===== src/rtl/repsub_divider.sv =====
// Sequential unsigned divider by repeated subtraction: a start pulse loads the
// operands, the FSM subtracts the divisor until R < D, then strobes done.
module repsub_divider #(
   parameter int WIDTH = 16
) (
   input  logic             clk,
   input  logic             rst_n,
   input  logic             start_i,
   input  logic [WIDTH-1:0] dividend_i,
   input  logic [WIDTH-1:0] divisor_i,
   output logic             busy_o,
   output logic             done_o,
   output logic             div_by_zero_o,
   output logic [WIDTH-1:0] quotient_o,
   output logic [WIDTH-1:0] remainder_o
);

   typedef enum logic [2:0] {
      S_IDLE  = 3'd0,
      S_CHECK = 3'd1,
      S_SUB   = 3'd2,
      S_DONE  = 3'd3
   } state_t;

   state_t           state_q, state_d;
   logic [WIDTH-1:0] r_q, r_d;
   logic [WIDTH-1:0] d_q, d_d;
   logic [WIDTH-1:0] q_q, q_d;
   logic             busy_q, busy_d;
   logic             done_q, done_d;
   logic             dbz_q, dbz_d;

   // Subtract unit and comparator shared by the controller.
   logic [WIDTH-1:0] diff;
   logic             r_ge_d;
   assign diff   = r_q - d_q;
   assign r_ge_d = (r_q >= d_q);

   always_comb begin
      state_d = state_q;
      r_d     = r_q;
      d_d     = d_q;
      q_d     = q_q;
      dbz_d   = dbz_q;
      case (state_q)
         S_IDLE: begin
            if (start_i) begin
               r_d     = dividend_i;
               d_d     = divisor_i;
               q_d     = '0;
               dbz_d   = 1'b0;
               state_d = S_CHECK;
            end
         end
         S_CHECK: begin
            if (d_q == '0) begin
               q_d     = '1;
               dbz_d   = 1'b1;
               state_d = S_DONE;
            end else if (r_ge_d) begin
               state_d = S_SUB;
            end else begin
               state_d = S_DONE;
            end
         end
         S_SUB: begin
            r_d     = diff;
            q_d     = q_q + 1'b1;
            state_d = S_CHECK;
         end
         S_DONE: state_d = S_IDLE;
         default: begin
            // Illegal encoding recovers exactly like a reset.
            state_d = S_IDLE;
            r_d     = '0;
            d_d     = '0;
            q_d     = '0;
            dbz_d   = 1'b0;
         end
      endcase
      busy_d = (state_d == S_CHECK) || (state_d == S_SUB) || (state_d == S_DONE);
      done_d = (state_d == S_DONE);
   end

   always_ff @(posedge clk or negedge rst_n) begin
      if (!rst_n) begin
         state_q <= S_IDLE;
         r_q     <= '0;
         d_q     <= '0;
         q_q     <= '0;
         busy_q  <= 1'b0;
         done_q  <= 1'b0;
         dbz_q   <= 1'b0;
      end else begin
         state_q <= state_d;
         r_q     <= r_d;
         d_q     <= d_d;
         q_q     <= q_d;
         busy_q  <= busy_d;
         done_q  <= done_d;
         dbz_q   <= dbz_d;
      end
   end

   assign busy_o        = busy_q;
   assign done_o        = done_q;
   assign div_by_zero_o = dbz_q;
   assign quotient_o    = q_q;
   assign remainder_o   = r_q;

endmodule


===== config.mk =====
export PLATFORM = sky130hd
export DESIGN_NAME = repsub_divider
export DESIGN_NICKNAME = d
export VERILOG_FILES = /design/src/rtl/repsub_divider.sv
export SDC_FILE = /design/constraint.sdc
export NUM_CORES = 1
export LEC_CHECK = 0
export CORE_MARGIN = 8
export CORE_UTILIZATION = 55
export CTS_CLUSTER_SIZE = 20
export DETAILED_ROUTE_END_ITERATION = 16
export PLACE_DENSITY_LB_ADDON = 0.2
export SETUP_SLACK_MARGIN = 0.15
export SKIP_CTS_REPAIR_TIMING = 1
export SLEW_MARGIN = 20
export SYNTH_ARGS = -nofsm -noshare
export SYNTH_HDL_FRONTEND = slang
export SYNTH_SLANG_ARGS = --single-unit

===== constraint.sdc =====
create_clock -name clk -period 3.55 [get_ports clk]
set_clock_uncertainty 0.1 [all_clocks]
set_input_delay 0.71 -clock clk [delete_from_list [all_inputs] [get_ports clk]]
set_output_delay 0.71 -clock clk [all_outputs]
set_load 0.01 [all_outputs]

==> impl_results.md <==
* Mux cell area share after synthesis at 0.303%
* First-pass GRT wire length at 15600 um
* M2 GR Usage at 35.3%
* Final ANT Viol Nets at 0
* Post-synth EDFFs at 0
* Antenna cells at 0
* Die Height at 93.5 um
* Crit-path max FO at 3
* Largest area contributor in the netlist: dfrtp_1
* XOR/XNOR Fraction of Synth Area at 2.12%
* CP most frequent cell: a21o_1
* Die width at 93.5 um
* Vias/cell at 6.23
* Core area at 5850 sq um
* Setup crit start kind: register
* Gate Count Post-Synth at 370
* Number of global-route vias before repair at 3099
* CTS Buf Count at 5
* Distinct cell type count after synthesis at 58
* Fin crit period at 2530 ps
* Relative slew slack at 39.6%
* Final nets at 487
* GRT Util Overall at 22.0%
* Clk root buf: clkbuf_8
* Worst-path clk slew at 100 ps
* Top-Level Pins at 70
* Routability cong. at 0.898
* Worst slew pin tran at 904 ps
* Sequential share of the synthesized area at 40.9%
* CTS H-Tree Depth at 2
* Synth top area cells: dfrtp_1 (41%), ha_1 (6.4%), a21oi_1 (6.2%)
* Crit path max-delay family: compound AO/OA/AOI/OAI gates
* Max-slew violations at 0
* Crit Path Category: register to register
* Via count at 3178
* Setup TNS Final at 0 ps
* Layout cells sized above 1 at 5.52%
* Pwr dens at 789 nW/um^2
* Final worst slack at 1020 ps
* Area Overhead vs Synth at 26.1%
* Leakage power at 1.83 nW
* Yosys Warn Count at 0
* Number of antenna violations at the first check in global routing at 0
* Number of setup violations in the final report at 0
* Post-Synth Simple-Gate Area at 15.6%
* Syn Area/Cell at 8.94 sq um
* Starting Density at 56.5%
* CTS tree: built
* Met1 Use GR at 29.5%
* Worst EP arrival at 2620 ps
* Part of the cycle the worst path needs at 71.2%
* Total congestion overflow at 0
* Unrepaired setup endpoints after global routing: false
* Commonest cells after routing, fill and taps aside: clkdlybuf4s50_1 (68), dfrtp_1 (54), a21oi_1 (41), o21ai_0 (32), nand2_1 (26)
* Std-Cell Rows at 28
* CP bufs+invs at 1
* Post-synth ARST share at 100%
* Most common cell after layout, fill and taps aside: clkdlybuf4s50_1
* DR WL/cell at 18.4 um
* FF+latch count, synth at 54
* Maximum clock frequency at 396 MHz
* Crit-path cells: inv_1, ha_1, fa_1, a21bo_2, a21o_1, a21o_1, a31oi_1, o311a_1, or3_1
* Final Hold Viols at 0
* Clk buf depth at 2
* Top Usage Layer GRT: met2
* Die Area at 8750 sq um
* Slowest stage cell on the critical path: fa_1
* Worst vdd ir at 526 uV
* Clk sinks at 54
* Slowest Stage Delay on Critical Path at 420 ps
* Largest family of logic cells by synthesized area: compound AO/OA/AOI/OAI gates
* Status: finished clean
* Iteration-0 DRC Markers at 202
* Met3 GRT Util at 4.01%
* Routed wire length at 9390 um
* WP data required at 3650 ps
* Port bufs at 69
* Synthesized net count at 423
* Mapped cell area at 3310 sq um
* Area share of fa/ha/maj cells after synthesis at 7.04%
* Post-place setup slack at 959 ps
* Main synth FF type: dfrtp_1
* Worst min path class: primary input to asynchronous set/reset pin
* Setup crit end kind: register
* Share of the synthesized area in the top cell type at 40.9%
* Post-route DRC at 0
* Max cap viols at 0
* Pin count of the biggest net entering global routing at 33
* Worst skew pair latency at 320 ps
* DP Wirelength at 6730 um
* DRT Pass-1 Iters at 5
* # fillers at 468
* Compound-Gate Fraction of Synth Area at 28.7%
area by class of cell:
class | instances | area, sq um | area share [%]
Inverter | 24 | 90.1 | 2.16
Timing Repair Buffer | 75 | 731 | 17.5
Multi-Input combinational cell | 274 | 1790 | 42.9
Clock inverter | 3 | 47.5 | 1.14
Sequential cell | 54 | 1350 | 32.4
Clock buffer | 5 | 68.8 | 1.65
Tap cell | 75 | 93.8 | 2.25
flip-flops by register name, summed over array words and instances, names as in the netlist:
signal	flops
div_by_zero_o	1
d_q	16
done_o	1
quotient_o	16
state_q	3
busy_o	1
remainder_o	16
cells by family (layout without fill, tap and decap cells):
logic type / Yosys count / after routing
other: 1 / 1
and+or+nand+nor: 101 / 101
xor gates and xnor gates: 8 / 8
AOI/OAI and AO/OA: 145 / 145
DFF: 54 / 54
buffers and inverters: 42 / 107
adders and majority gates: 18 / 18
muxes: 1 / 1
metal layers:
metal | vias to the layer above | wire length [um] | part of all wire [%]
li1 | 1486 | - | -
met1 | 1532 | 4070 | 43
met2 | 142 | 4500 | 48
met3 | 18 | 673 | 7.2
met4 | 0 | 150 | 1.6
met5 | - | 0 | 0
cells in the mapped netlist, drive strengths merged, types with 3 or more instances:
cell and instances:
dfrtp 54, a21oi 41, o21ai 39, nand2 27, inv 24, nor2 20
a22o 18, ha 17, nand3 11, a22oi 10, buf 10, nand2b 9
clkbuf 8, a21o 5, and3 5, nand4 5, nor4 5, xnor2 5
a211oi 4, nor3 4, o31ai 4, or2 4, nor2b 3, o21a 3
xor2 3
where the power goes:
group          internal [mW]  switching [mW]
combinational          0.888            1.03
clock                  0.214           0.223
sequential             0.770           0.166
per-stage QoR:
step                      std cells  cell area [sq um]  hold slack (ps)  util [%]  total power, mW
after global routing            510               4170              415      71.3             3.53
after CTS                       510               4170              365      71.3             3.28
final                           510               4170              349      71.3             3.29
after floorplan                 370               3310              314         -             2.23
after global placement          502               4060              391      69.3             2.78
after detailed placement        502               4060              394      69.3             2.83
worst paths after layout:
kind                                            start                          end  slack [ps]  depth (start not counted)
min                                             rst_n  remainder_o[10]$_DFFE_PN0P_         350                          1
min reg2reg                 div_by_zero_o$_DFFE_PN0P_    div_by_zero_o$_DFFE_PN0P_         430                          1
max reg2reg                remainder_o[0]$_DFFE_PN0P_         state_q[0]$_DFF_PN0_        1020                          9
min in group clk            div_by_zero_o$_DFFE_PN0P_    div_by_zero_o$_DFFE_PN0P_         430                          1
max in group asynchronous                       rst_n    quotient_o[5]$_DFFE_PN0P_        2320                          2
max                        remainder_o[0]$_DFFE_PN0P_         state_q[0]$_DFF_PN0_        1020                          9
(Power assumes the default switching activity.)
